`config.mk`:
```
export PLATFORM = sky130hd
export DESIGN_NAME = uart_rx_ctrl_flat
export DESIGN_NICKNAME = d
export VERILOG_FILES = /design/src/rtl/uart_pkg.sv /design/src/rtl/uart_rx_ctrl_if.sv /design/src/rtl/uart_rx_fifo.sv /design/src/rtl/uart_rx_ctrl.sv /design/src/flat_wrapper.sv
export SDC_FILE = /design/constraint.sdc
export NUM_CORES = 1
export LEC_CHECK = 0
export CAP_MARGIN = 20
export CORE_MARGIN = 2
export CORE_UTILIZATION = 51
export DETAILED_ROUTE_END_ITERATION = 16
export HOLD_SLACK_MARGIN = 0.03
export PLACE_DENSITY = 0.72
export SYNTH_ARGS = -nofsm -noshare
export SYNTH_HDL_FRONTEND = slang
export SYNTH_SLANG_ARGS = --single-unit
```
`constraint.sdc`:
```
create_clock -name rx_clk -period 2.3 [get_ports rx_clk]
set_input_delay 0.23 -clock rx_clk [delete_from_list [all_inputs] [get_ports rx_clk]]
set_output_delay 0.23 -clock rx_clk [all_outputs]
set_load 0.05 [all_outputs]
```
`src/rtl/uart_pkg.sv`:
```
// Shared definitions for the UART receive controller: FSM encoding and default sizing.
package uart_pkg;

  typedef enum logic [1:0] {
    ST_IDLE     = 2'd0,
    ST_CAPTURE  = 2'd1,
    ST_ACK      = 2'd2,
    ST_WAIT_CLR = 2'd3
  } state_e;

  localparam int DEF_DEPTH       = 8;
  localparam int DEF_ACK_CYCLES  = 1;
  localparam int DEF_ACK_TIMEOUT = 16;

endpackage

```
`src/rtl/uart_rx_ctrl_if.sv`:
```
// Receiver-side handshake, consumer-side FIFO port and status of the UART receive controller.
interface uart_rx_ctrl_if #(
  parameter int DEPTH = 8
);
  // rx_complete_flag is a level held by the receiver until it sees rx_complete_del_flag;
  // rd_en pops the head whenever the FIFO is non-empty (ignored when empty).
  logic [7:0]              rx_data;
  logic                    rx_complete_flag;
  logic                    rx_complete_del_flag;
  logic                    rd_en;
  logic [7:0]              dout;
  logic                    empty;
  logic                    full;
  logic [$clog2(DEPTH):0]  level;
  logic                    overrun;
  logic                    overrun_clr;
  logic [15:0]             byte_cnt;
  logic [1:0]              dbg_state;

  modport slave (
    input  rx_data, rx_complete_flag, rd_en, overrun_clr,
    output rx_complete_del_flag, dout, empty, full, level, overrun, byte_cnt, dbg_state
  );

  modport master (
    output rx_data, rx_complete_flag, rd_en, overrun_clr,
    input  rx_complete_del_flag, dout, empty, full, level, overrun, byte_cnt, dbg_state
  );
endinterface

```
`src/rtl/uart_rx_fifo.sv`:
```
// First-word-fall-through byte FIFO; head is a combinational read of registered storage.
module uart_rx_fifo #(
  parameter  int DEPTH = 8,
  localparam int AW    = $clog2(DEPTH),
  localparam int LW    = AW + 1
) (
  input  logic          i_clk,
  input  logic          i_rst_n,
  input  logic          i_wr_en,
  input  logic          i_rd_en,
  input  logic [7:0]    i_din,
  output logic [7:0]    o_dout,
  output logic          o_empty,
  output logic          o_full,
  output logic [LW-1:0] o_level
);

  logic [7:0]    r_mem [DEPTH];
  logic [AW-1:0] r_wr_ptr;
  logic [AW-1:0] r_rd_ptr;
  logic [LW-1:0] r_level;
  logic [7:0]    r_last;
  logic          w_empty;
  logic          w_full;
  logic          w_do_rd;
  logic          w_do_wr;

  assign w_empty = (r_level == '0);
  assign w_full  = (r_level == LW'(DEPTH));
  assign w_do_rd = i_rd_en && !w_empty;
  // A pop in the same cycle frees the slot, so a write into a full FIFO is legal then.
  assign w_do_wr = i_wr_en && (!w_full || w_do_rd);

  always_ff @(posedge i_clk) begin
    if (!i_rst_n) begin
      r_wr_ptr <= '0;
      r_rd_ptr <= '0;
      r_level  <= '0;
      r_last   <= 8'h00;
    end else begin
      if (w_do_wr) r_wr_ptr <= r_wr_ptr + 1'b1;
      if (w_do_rd) begin
        r_rd_ptr <= r_rd_ptr + 1'b1;
        r_last   <= r_mem[r_rd_ptr];
      end
      case ({w_do_wr, w_do_rd})
        2'b10:   r_level <= r_level + 1'b1;
        2'b01:   r_level <= r_level - 1'b1;
        default: r_level <= r_level;
      endcase
    end
  end

  always_ff @(posedge i_clk) begin
    if (w_do_wr) r_mem[r_wr_ptr] <= i_din;
  end

  // When empty the head slot is stale, so present the last byte popped instead.
  assign o_dout  = w_empty ? r_last : r_mem[r_rd_ptr];
  assign o_empty = w_empty;
  assign o_full  = w_full;
  assign o_level = r_level;

endmodule

```
`src/rtl/uart_rx_ctrl.sv`:
```
// UART receive controller: captures completed bytes into a FWFT FIFO and acknowledges the receiver.
module uart_rx_ctrl
  import uart_pkg::*;
#(
  parameter int DEPTH       = DEF_DEPTH,
  parameter int ACK_CYCLES  = DEF_ACK_CYCLES,
  parameter int ACK_TIMEOUT = DEF_ACK_TIMEOUT
) (
  input logic           rx_clk,
  input logic           reset_n,
  uart_rx_ctrl_if.slave bus
);

  localparam int TW = $clog2(ACK_TIMEOUT + 1);

  state_e        r_state;
  state_e        w_next;
  logic [3:0]    r_ack_cnt;
  logic [TW-1:0] r_wait_cnt;
  logic          r_overrun;
  logic [15:0]   r_byte_cnt;
  logic          w_capture;
  logic          w_ack;
  logic          w_fifo_full;
  logic          w_wr_en;
  logic          w_drop;

  always_ff @(posedge rx_clk) begin
    if (!reset_n) r_state <= ST_IDLE;
    else          r_state <= w_next;
  end

  always_comb begin
    w_next    = r_state;
    w_capture = 1'b0;
    w_ack     = 1'b0;
    case (r_state)
      ST_IDLE:    if (bus.rx_complete_flag) w_next = ST_CAPTURE;
      ST_CAPTURE: begin
        w_capture = 1'b1;
        w_next    = ST_ACK;
      end
      ST_ACK: begin
        w_ack = 1'b1;
        if (r_ack_cnt == 4'(ACK_CYCLES - 1)) w_next = ST_WAIT_CLR;
      end
      ST_WAIT_CLR: begin
        // A flag that never falls gets re-acknowledged, never re-captured.
        if (!bus.rx_complete_flag)                      w_next = ST_IDLE;
        else if (r_wait_cnt == TW'(ACK_TIMEOUT - 1))    w_next = ST_ACK;
      end
      default:    w_next = ST_IDLE;
    endcase
  end

  assign w_wr_en = w_capture && (!w_fifo_full || bus.rd_en);
  assign w_drop  = w_capture && !w_wr_en;

  // Dwell counters restart at zero every time their state is entered.
  always_ff @(posedge rx_clk) begin
    if (!reset_n) begin
      r_ack_cnt  <= '0;
      r_wait_cnt <= '0;
      r_overrun  <= 1'b0;
      r_byte_cnt <= '0;
    end else begin
      r_ack_cnt  <= (r_state == ST_ACK)      ? r_ack_cnt + 1'b1  : '0;
      r_wait_cnt <= (r_state == ST_WAIT_CLR) ? r_wait_cnt + 1'b1 : '0;
      if (w_drop)               r_overrun <= 1'b1;
      else if (bus.overrun_clr) r_overrun <= 1'b0;
      if (w_wr_en) r_byte_cnt <= r_byte_cnt + 16'd1;
    end
  end

  uart_rx_fifo #(.DEPTH(DEPTH)) u_fifo (
    .i_clk   (rx_clk),
    .i_rst_n (reset_n),
    .i_wr_en (w_wr_en),
    .i_rd_en (bus.rd_en),
    .i_din   (bus.rx_data),
    .o_dout  (bus.dout),
    .o_empty (bus.empty),
    .o_full  (w_fifo_full),
    .o_level (bus.level)
  );

  assign bus.full                 = w_fifo_full;
  assign bus.rx_complete_del_flag = w_ack;
  assign bus.overrun              = r_overrun;
  assign bus.byte_cnt             = r_byte_cnt;
  assign bus.dbg_state            = r_state;

endmodule
```
`src/flat_wrapper.sv`:
```
// flat-port wrapper written by rule: the top's interface ports become plain ports
module uart_rx_ctrl_flat import uart_pkg::*;
#(
  parameter int DEPTH       = DEF_DEPTH,
  parameter int ACK_CYCLES  = DEF_ACK_CYCLES,
  parameter int ACK_TIMEOUT = DEF_ACK_TIMEOUT
)
  (rx_clk, reset_n, bus_rx_data, bus_rx_complete_flag, bus_rd_en, bus_overrun_clr, bus_rx_complete_del_flag, bus_dout, bus_empty, bus_full, bus_level, bus_overrun, bus_byte_cnt, bus_dbg_state);
  uart_rx_ctrl_if #(.DEPTH(DEPTH)) bus_i ();
  input logic rx_clk;
  input logic reset_n;
  input wire logic [$bits(bus_i.rx_data)-1:0] bus_rx_data;
  input wire logic [$bits(bus_i.rx_complete_flag)-1:0] bus_rx_complete_flag;
  input wire logic [$bits(bus_i.rd_en)-1:0] bus_rd_en;
  input wire logic [$bits(bus_i.overrun_clr)-1:0] bus_overrun_clr;
  output wire logic [$bits(bus_i.rx_complete_del_flag)-1:0] bus_rx_complete_del_flag;
  output wire logic [$bits(bus_i.dout)-1:0] bus_dout;
  output wire logic [$bits(bus_i.empty)-1:0] bus_empty;
  output wire logic [$bits(bus_i.full)-1:0] bus_full;
  output wire logic [$bits(bus_i.level)-1:0] bus_level;
  output wire logic [$bits(bus_i.overrun)-1:0] bus_overrun;
  output wire logic [$bits(bus_i.byte_cnt)-1:0] bus_byte_cnt;
  output wire logic [$bits(bus_i.dbg_state)-1:0] bus_dbg_state;
  assign bus_i.rx_data = bus_rx_data;
  assign bus_i.rx_complete_flag = bus_rx_complete_flag;
  assign bus_i.rd_en = bus_rd_en;
  assign bus_i.overrun_clr = bus_overrun_clr;
  assign bus_rx_complete_del_flag = bus_i.rx_complete_del_flag;
  assign bus_dout = bus_i.dout;
  assign bus_empty = bus_i.empty;
  assign bus_full = bus_i.full;
  assign bus_level = bus_i.level;
  assign bus_overrun = bus_i.overrun;
  assign bus_byte_cnt = bus_i.byte_cnt;
  assign bus_dbg_state = bus_i.dbg_state;
  uart_rx_ctrl #(.DEPTH(DEPTH), .ACK_CYCLES(ACK_CYCLES), .ACK_TIMEOUT(ACK_TIMEOUT)) u_core (.rx_clk(rx_clk), .reset_n(reset_n), .bus(bus_i));
endmodule
```
Word level (Yosys, flattened, before mapping)
Memory sizes are Yosys's and may differ from the RTL's. A register that Yosys moved wholly into a read port is not among the register bits.
Cells that the tools add are included.

cells by class
  add/subtract/negate cells = 7
  $mul = 0
  divide/modulo/power cells = 0
  magnitude comparators = 0
  eq/ne operators = 10
  shifts and indexed selects = 0
  multiplexer cells = 15
  bitwise operators = 0
  reduce and logical (&&, ||, !) cells = 17

operators by type and width
  kind                                              number
  adder 16 x 1 -> 16 bit, second input constant     1
  adder 4 x 1 -> 4 bit, second input constant       2
  zero test 4 bit                                   2
  two-way mux 2 bit                                 4
  two-way mux 8 bit                                 1
  one-hot mux 2 bit (4 select lines)                1
  one-hot mux 4 bit (2 select lines)                1
  adder 3 x 1 -> 3 bit, second input constant       2
  == test 2 bit, second input constant              3
  two-way mux 1 bit                                 6
  two-way mux 3 bit                                 2
  adder 5 x 1 -> 5 bit, second input constant       1
  == test 5 x 4 -> 1 bit, second input constant     1
  == test 2 x 1 -> 1 bit, second input constant     2
  == test 4 bit, second input constant              1
  logical AND 1 bit                                 4
  AND reduction 2 bit                               2
  nonzero test 2 bit                                2
  subtractor 4 x 1 -> 4 bit, second input constant  1
  zero test 1 bit                                   3
  != test 3 x 2 -> 1 bit, second input constant     1
  AND reduction 3 bit                               1
  zero test 2 bit                                   1
  logical OR 1 bit                                  2
  other kinds (2)                                   2

word-level totals
  register bits = 46
  bits in latches = 0
  memory bits (writable) = 64
  ROM bits = 0
  bits of input ports = 13
  output and inout port bits = 34
  word-level logic and storage cells = 59
  memories kept = 1

memory list
  memory               words  width  rd ports  clocked after memory_dff  write ports  RTL line            text
  u_core.u_fifo.r_mem  8      8      1         1                         1            uart_rx_fifo.sv:18  logic [7:0] r_mem [DEPTH];

Longest topological paths before layout
Gate-level depths: netlist of run 1.

  word-level depth = 7
  depth in mapped cells = 11
  gate-level depth less buffers = 9

By module
From an unflattened synthesis of run 1, not the netlist that was laid out.

second synthesis, totals
  cell total of the unflattened synthesis = 364
  area, all modules = 4,707.0 um2

by module, submodules not included
  module        instances  cells an instance  area each (um2)  sequential area each (um2)
  uart_rx_fifo  1          225                3,487.1          2,342.2
  uart_rx_ctrl  1          139                1,219.9          560.5

Worst setup path before layout of run 1
No wires, ideal clock.

  path type = register to register
  start = reg u_core.u_fifo.r_level[1] (netlist: u_core.u_fifo.o_level[1])
  end = reg u_core.u_fifo.r_level[2] (netlist: u_core.u_fifo.o_level[2])
  library setup time = 0.070 ns
  data arrival time = 2.756 ns
  required time = 2.230 ns
  setup slack = -0.525 ns
  stages on the path, launching flop included = 12
  path buffers = 2
  period minus slack after synthesis = 2.825 ns
  cell sequence = dfxtp_1 buf_6 or4b_4 o21ai_1 buf_4 ha_1 xor2_1 ha_1 a21oi_1 xor2_1 or3_1 a21oi_1

on the way
  word-level cells in the longest chain between the ends = 7
  elaborated cells between the ends (all ways) = 15
  classes of those cells = 2 x add/sub; 3 x eq/ne; 1 x mux; 9 x reduce/logical

ends and longest elaborated chain
  element                                                                          RTL line                                                    text
  start, declared                                                                  uart_rx_fifo.sv:21                                          logic [LW-1:0] r_level;
  start signal, assigned                                                           uart_rx_fifo.sv:47                                          2'b10: r_level <= r_level + 1'b1;
  start signal, assigned                                                           uart_rx_fifo.sv:48                                          2'b01: r_level <= r_level - 1'b1;
  start signal, assigned                                                           uart_rx_fifo.sv:49                                          default: r_level <= r_level;
  == test 4 bit / zero test 4 bit (equally long branches)                          uart_rx_fifo.sv:29, uart_rx_fifo.sv:28
  zero test 1 bit, on equally long branches                                        uart_rx_fifo.sv:32, uart_rx_ctrl.sv:56, uart_rx_fifo.sv:30
  logical OR 1 bit / logical AND 1 bit (equally long branches)                     uart_rx_ctrl.sv:56, uart_rx_fifo.sv:30
  logical AND 1 bit / logical OR 1 bit (equally long branches)                     uart_rx_ctrl.sv:56, uart_rx_fifo.sv:32
  logical AND 1 bit                                                                uart_rx_fifo.sv:32                                          assign w_do_wr = i_wr_en && (!w_full || w_do_rd);
  == test 2 x 1 -> 1 bit / == test 2 bit (equally long branches)                   uart_rx_fifo.sv:46                                          case ({w_do_wr, w_do_rd})
  one-hot mux 4 bit (2 select lines) / nonzero test 2 bit (equally long branches)  n/a

Parallel ways exist; a longest one is shown, timed or not.
A chain may end at the register's enable or synchronous reset.

Final worst setup path of run 1
  start = reg u_core.u_fifo.r_level[0] (netlist: u_core.u_fifo.o_level[0])
  end = reg u_core.u_fifo.r_level[2] (netlist: u_core.u_fifo.o_level[2])

Same word-level chain as after synthesis.

==> flow_metrics.py, run 1 <==
metrics = {
    "run_status": {
        "status": "finished, violations left",
        "failed_checks": "setup timing",
    },
    "floorplanning": {
        "die_area_mm2": 0.00997,
        "die_x_um": 99.9,
        "fp.coreArea_mm2": 0.00881,
        "initial_utilization": 0.532,
        "ios": 47,
        "die_h_um": 99.9,
        "row_count": 34,
    },
    "critical_path": {
        "reg2regPathDepth": 9,
        "critPathLaunchType": "flop",
        "cp-startpoint": "u_core.u_fifo.o_level[0]",
        "path_class": "reg -> reg",
        "cp.arrival_ns": 2.81,
        "crit_path_max_fanout": 2,
        "regToRegStartpoint": "u_core.u_fifo.o_level[0]",
        "cp-end-kind": "flop",
        "rrSetupSlack_ns": -0.07,
        "rr_endpoint": "u_core.u_fifo.o_level[2]",
        "cp.required_ns": 2.74,
    },
    "hold_path": {
        "hp-class": "in -> reg",
        "min_delay_worst_endpoint": "u_core.bus.dbg_state[1]",
        "hold_depth": 3,
        "worstHoldStart": "bus_rx_complete_flag",
    },
    "drt": {
        "ant_nets": 0,
        "met3_length_um": 570,
        "wl_met2_um": 5070,
        "vias": 3135,
        "viasPerCell": 5.65,
        "highest_layer": "met4",
        "wirelength_met1_um": 4310,
        "drt_iter0_markers": 191,
        "drcViolationCount": 0,
        "avgRoutedWirePerCell_um": 18.5,
        "drt_wl_total_um": 10300,
        "dr.pass1.iters": 7,
    },
    "synth": {
        "synth_warnings": 0,
        "synth_most_common_cell": "edfxtp_1",
        "synthTopCellsByArea": "edfxtp_1, dfxtp_1, mux4_2",
        "synth_common_cells": "edfxtp_1, dfxtp_1, nor2_1",
        "synth-edff-count": 64,
        "synth_area_per_cell_um2": 13.2,
        "ys_ff_latch": 113,
        "yosysTopAreaCell": "edfxtp_1",
        "netlist_area_mm2": 0.00469,
        "synth-async-reset-ratio": 0,
        "yosysSeqAreaShare": 0.619,
        "yosys_most_used_dff": "edfxtp_1",
        "syn_inst": 356,
        "synth.net_count": 379,
        "synth.distinct_cells": 45,
        "yosysTopAreaCellShare": 0.410,
    },
    "sta": {
        "layout_setup_ws_ns": -0.0731,
        "final.setup_skew_ns": 0.0101,
        "post-route-period-util": 1.03,
        "hold_viol": 0,
        "slew_violations": 0,
        "relSlewSlack": 0.440,
        "setup_viol": 6,
        "tightestPinTransition_ns": 0.836,
        "fin_hold_ws_ns": 0.345,
        "fmax_mhz": 421,
        "period_minus_slack_ns": 2.37,
        "fin_tns_setup_ns": -0.148,
        "rsz0062_at_grt": "true",
    },
    "finish": {
        "final_util": 0.724,
        "fillers": 571,
        "multiInputGateArea_mm2": 0.00185,
        "antenna_cells": 0,
        "syn_to_final_growth_pct": 36.1,
        "seq_area_mm2": 0.00292,
        "final-instance-count-excl-fill": 555,
        "drive_gt1_frac": 0.293,
        "fin_nets": 457,
    },
    "clock_tree": {
        "path_clk_slew_ns": 0.06,
        "clkLatencyLatePin_ns": 0.51,
        "cts_sinks": 113,
        "cts_root_buffer": "clkbuf_8",
        "cts_tree": "yes",
        "cts_buffers": 17,
        "cts_htree_levels": 4,
        "cts_buffer_depth": 2,
    },
    "pwr": {
        "p_switching_mw": 3.12,
        "p_int_mw": 5.47,
        "power_frac_comb": 0.413,
        "p_seq_frac": 0.281,
        "peakVddDrop_mv": 1.11,
        "swShare": 0.363,
        "leakagePower_nw": 2.26,
        "powerDensity_mw_per_mm2": 1350,
        "p_clk_frac": 0.306,
    },
    "global_routing": {
        "grt_usage": 0.221,
        "grt_pass1_wl_um": 16200,
        "grt_overflow_total": 0,
        "antenna_found_initial": 0,
        "grt_pass1_vias": 3046,
        "grt_max_degree": 22,
    },
    "placed_design": {
        "place.gp.congestion": 0.785,
        "port_buffers": 46,
        "hpwl_um": 5850,
        "dpl.cell_count": 512,
    },
    "job": {
        "drv_cap": 0,
    },
}
## routing by layer
layer | track usage | vias up
li1 | - | 1480
met1 | 0.282 | 1543
met2 | 0.346 | 82
met3 | 0.0620 | 30
met4 | 0.114 | 0
met5 | 0 | -
## cell type report
type	count	share of cell area
flip-flops and latches	113	0.457
multi-input cells	212	0.290
repair buffers	79	0.131
clock buffers	18	0.0655
clock inverters	14	0.0282
well taps	108	0.0212
inverters	11	0.00647
## cell families after synthesis
group / count (synthesis) / synth area share
AO/OA/AOI/OAI: 55 / 0.0721
XOR/XNOR: 16 / 0.0299
adder cells (fa/ha/maj): 10 / 0.0267
buffers and inverters: 31 / 0.0296
flip-flops: 113 / 0.619
multiplexers: 34 / 0.115
AND/OR/NAND/NOR: 97 / 0.107
## how the worst max path moves through the flow
stage / slack (ns) / endpoint
global route: -0.13 / u_core.u_fifo.o_level[2]
finish: -0.07 / u_core.u_fifo.o_level[2]
floorplan: -0.22 / u_core.u_fifo.o_level[2]
CTS: -0.06 / bus_dout[4]
detailed placement: -0.11 / u_core.u_fifo.o_level[3]
global placement: 0.009 / u_core.u_fifo.o_level[2]
## worst max-delay path: stages (launching register included)
cell,delay [ns]
dfxtp_2,0.33
or4b_4,0.57
o21ai_4,0.18
ha_4,0.18
xor2_2,0.17
ha_2,0.20
a21oi_2,0.04
xor2_1,0.15
or3_1,0.33
a21oi_2,0.14
## cells in the final DEF (no fill, tap or decap), types with 14 or more instances in the layout
cell type        count
edfxtp_1            64
dfxtp_1             42
clkdlybuf4s50_1     36
nor2_1              32
buf_4               24
mux4_2              16
clkbuf_16           16
nand2_1             15
o21ai_0             14
a21oi_1             14
## sequential cells by signal, summed over array words and instances, names as in the netlist, named ones only
name	flops
u_core.u_fifo.o_level	4
u_core.u_fifo.r_rd_ptr	3
u_core.u_fifo.r_last	8
u_core.bus.overrun	1
u_core.bus.dbg_state	2
u_core.u_fifo.r_mem	64
u_core.u_fifo.r_wr_ptr	3
u_core.r_ack_cnt	4
u_core.bus.byte_cnt	16
u_core.r_wait_cnt	5
## per-stage QoR
stage | worst slack, ns | instance area, um2 | total power [mW]
after floorplan | -0.216 | 4750 | 4.30
after global placement | 0.00884 | 5430 | 5.03
after detailed placement | -0.109 | 5430 | 5.08
after CTS | -0.0574 | 6300 | 8.41
after global routing | -0.130 | 6380 | 8.91
final | -0.0731 | 6380 | 8.59
## what timing repair did
action                     CTS  global route
setup endpoints to repair   10            10
pin swaps                   11             5
cloned                       3             0
gates resized for setup     37            14
setup buffers                7             1
hold buffers                 0             0
## power by group through the flow
stage          clock network [mW]  logic, mW  registers [mW]
6_report                     2.63       3.55            2.41
5_1_grt                      2.77       3.71            2.43
4_1_cts                      2.66       3.36            2.39
3_5_place_dp                    0       2.67            2.41
3_3_place_gp                    0       2.62            2.41
2_1_floorplan                   0       1.79            2.52
Note: power is estimated with default switching activity, not from simulation.
==> run 2: changes to the inputs <==
Settings changed: ABC_AREA from default to 0.
==> results of run 2 <==
Same layout as run 1: the final DEF is identical, and so are final timing and power.
==> run 3: changes to the inputs <==
==> constraint.sdc (replaced) <==
create_clock -name rx_clk -period 2.3 [get_ports rx_clk]
set_input_delay 0.46 -clock rx_clk [delete_from_list [all_inputs] [get_ports rx_clk]]
set_output_delay 0.46 -clock rx_clk [all_outputs]
set_load 0.05 [all_outputs]
==> flow_metrics.py, run 3 (same netlist as run 1, synthesis figures left out) <==
metrics = {
    "run_status": {
        "status": "finished, violations left",
        "failed_checks": "setup timing",
    },
    "clock_tree": {
        "cts_htree_levels": 4,
        "cts_buffer_depth": 2,
        "cts_tree": "yes",
        "cts_sinks": 113,
        "cts_buffers": 17,
        "cts_hold_buffers": 0,
        "cts_root_buffer": "clkbuf_8",
        "clkLatencyLatePin_ns": 0.50,
        "path_clk_slew_ns": 0.06,
    },
    "global_routing": {
        "grt_pass1_vias": 3037,
        "antenna_found_initial": 0,
        "grt_usage": 0.209,
        "grt_pass1_wl_um": 15700,
        "grt_overflow_total": 0,
        "grt_max_degree": 22,
    },
    "sta": {
        "post-route-period-util": 1.14,
        "setup_viol": 9,
        "layout_setup_ws_ns": -0.331,
        "final.setup_skew_ns": 0.00774,
        "period_minus_slack_ns": 2.63,
        "tightestPinTransition_ns": 0.878,
        "hold_viol": 0,
        "relSlewSlack": 0.412,
        "fin_hold_ws_ns": 0.455,
        "rsz0062_at_grt": "true",
        "slew_violations": 0,
        "fmax_mhz": 380,
    },
    "finish": {
        "antenna_cells": 0,
        "stdcell_area_mm2": 0.00644,
        "largest_register_ffs": 64,
        "most-common-layout-cells": "edfxtp_1, dfxtp_1, clkdlybuf4s50_1, nor2_1, buf_4",
        "drive_gt1_frac": 0.293,
        "fin_nets": 461,
        "top_register": "u_core.u_fifo.r_mem",
        "seq_area_mm2": 0.00292,
        "fillers": 573,
        "syn_to_final_growth_pct": 37.3,
        "multiInputGateArea_mm2": 0.00184,
        "final_common_cell": "edfxtp_1",
    },
    "critical_path": {
        "rr_endpoint": "u_core.u_fifo.o_level[2]",
        "regToRegStartpoint": "u_core.u_fifo.o_level[1]",
        "cp.required_ns": 1.84,
        "path_class": "reg -> out",
        "critPathLaunchType": "flop",
        "reg2regPathDepth": 9,
        "cp-endpoint": "bus_dout[5]",
        "cp-end-kind": "output port",
        "cp.arrival_ns": 2.17,
        "crit_path_max_fanout": 8,
        "rrSetupSlack_ns": 0.03,
    },
    "floorplanning": {
        "die_area_mm2": 0.00997,
        "fp.coreArea_mm2": 0.00881,
        "die_x_um": 99.9,
        "row_count": 34,
        "initial_utilization": 0.532,
        "ios": 47,
        "die_h_um": 99.9,
    },
    "pwr": {
        "p_total_mw": 8.95,
        "peakVddDrop_mv": 1.01,
        "p_switching_mw": 3.17,
        "swShare": 0.354,
        "p_seq_frac": 0.268,
        "powerDensity_mw_per_mm2": 1390,
        "leakagePower_nw": 2.31,
        "power_frac_comb": 0.420,
        "p_clk_frac": 0.312,
        "p_int_mw": 5.78,
    },
    "hold_path": {
        "hp-class": "reg -> reg",
    },
    "drt": {
        "drt_wl_total_um": 9950,
        "ant_nets": 0,
        "drcViolationCount": 0,
        "viasPerCell": 5.61,
        "dr.pass1.iters": 4,
        "drt_iter0_markers": 249,
        "avgRoutedWirePerCell_um": 17.8,
        "vias": 3137,
    },
    "placed_design": {
        "port_buffers": 46,
        "pre_cts_ws_ns": -0.263,
        "hpwl_um": 5890,
        "place.gp.congestion": 0.830,
        "post_dp_cell_area_mm2": 0.00556,
    },
    "job": {
        "drv_cap": 0,
    },
}
[run 3: cell count changes in the layout (fill, tap and decap cells not counted), sizes merged]
cell and change:
buf +5, clkdlybuf4s50 -4, bufinv +2, dlygate4sd2 +2, inv -2, clkbuf +1, clkinv -1, dlymetal6s2s +1
[run 3: layer usage]
layer / GRT usage / vias up / share of wire
met2: 0.337 / 73 / 0.51
met4: 0.0717 / 0 / 0.0093
met3: 0.0634 / 12 / 0.052
met5: 0 / - / 0
li1: - / 1487 / -
met1: 0.271 / 1565 / 0.43
[run 3: area by class of cell]
type,count,share of cell area
Clock buffer,19,0.0655
Timing Repair Buffer,83,0.135
Sequential cell,113,0.453
Tap cell,108,0.0210
Inverter,11,0.00719
Clock inverter,13,0.0325
Multi-Input combinational cell,212,0.286
[run 3: stage by stage]
step           cells  setup TNS (ns)  utilization
6_report         559           -2.23        0.731
5_1_grt          559           -2.99        0.731
4_1_cts          556           -2.39        0.724
3_5_place_dp     520           -3.58        0.631
3_3_place_gp     520           -2.28        0.631
2_1_floorplan    356           -1.82            -
[run 3: worst max-delay path: stages (launching register included)]
cell and delay (ns):
dfxtp_4 0.39, buf_12 0.15, mux4_2 0.53, mux2i_2 0.22, buf_4 0.17, a21oi_4 0.05
buf_6 0.15
[run 3: how the worst min path moves through the flow]
stage,from,to,cells past startpoint
2_1_floorplan,u_core.r_wait_cnt[0],u_core.r_wait_cnt[0],1
3_3_place_gp,u_core.r_wait_cnt[0],u_core.r_wait_cnt[0],1
3_5_place_dp,u_core.r_ack_cnt[0],u_core.r_ack_cnt[0],1
4_1_cts,u_core.r_wait_cnt[0],u_core.r_wait_cnt[0],1
5_1_grt,u_core.r_wait_cnt[0],u_core.r_wait_cnt[0],1
6_report,u_core.r_wait_cnt[0],u_core.r_wait_cnt[0],1
[run 3: power by group through the flow]
stage	combinational, mW	sequential, mW	clock, mW
finish	3.76	2.40	2.79
global route	3.96	2.41	2.93
CTS	3.64	2.40	2.83
detailed placement	3.02	2.41	0
global placement	2.98	2.41	0
floorplan	2.04	2.52	0
[run 3: repair_timing]
item,4_1_cts,5_1_grt
gates cloned,3,0
pin swaps,6,6
buffers inserted,1,3
endpoints found under the setup margin,11,13
gates resized for setup,34,12
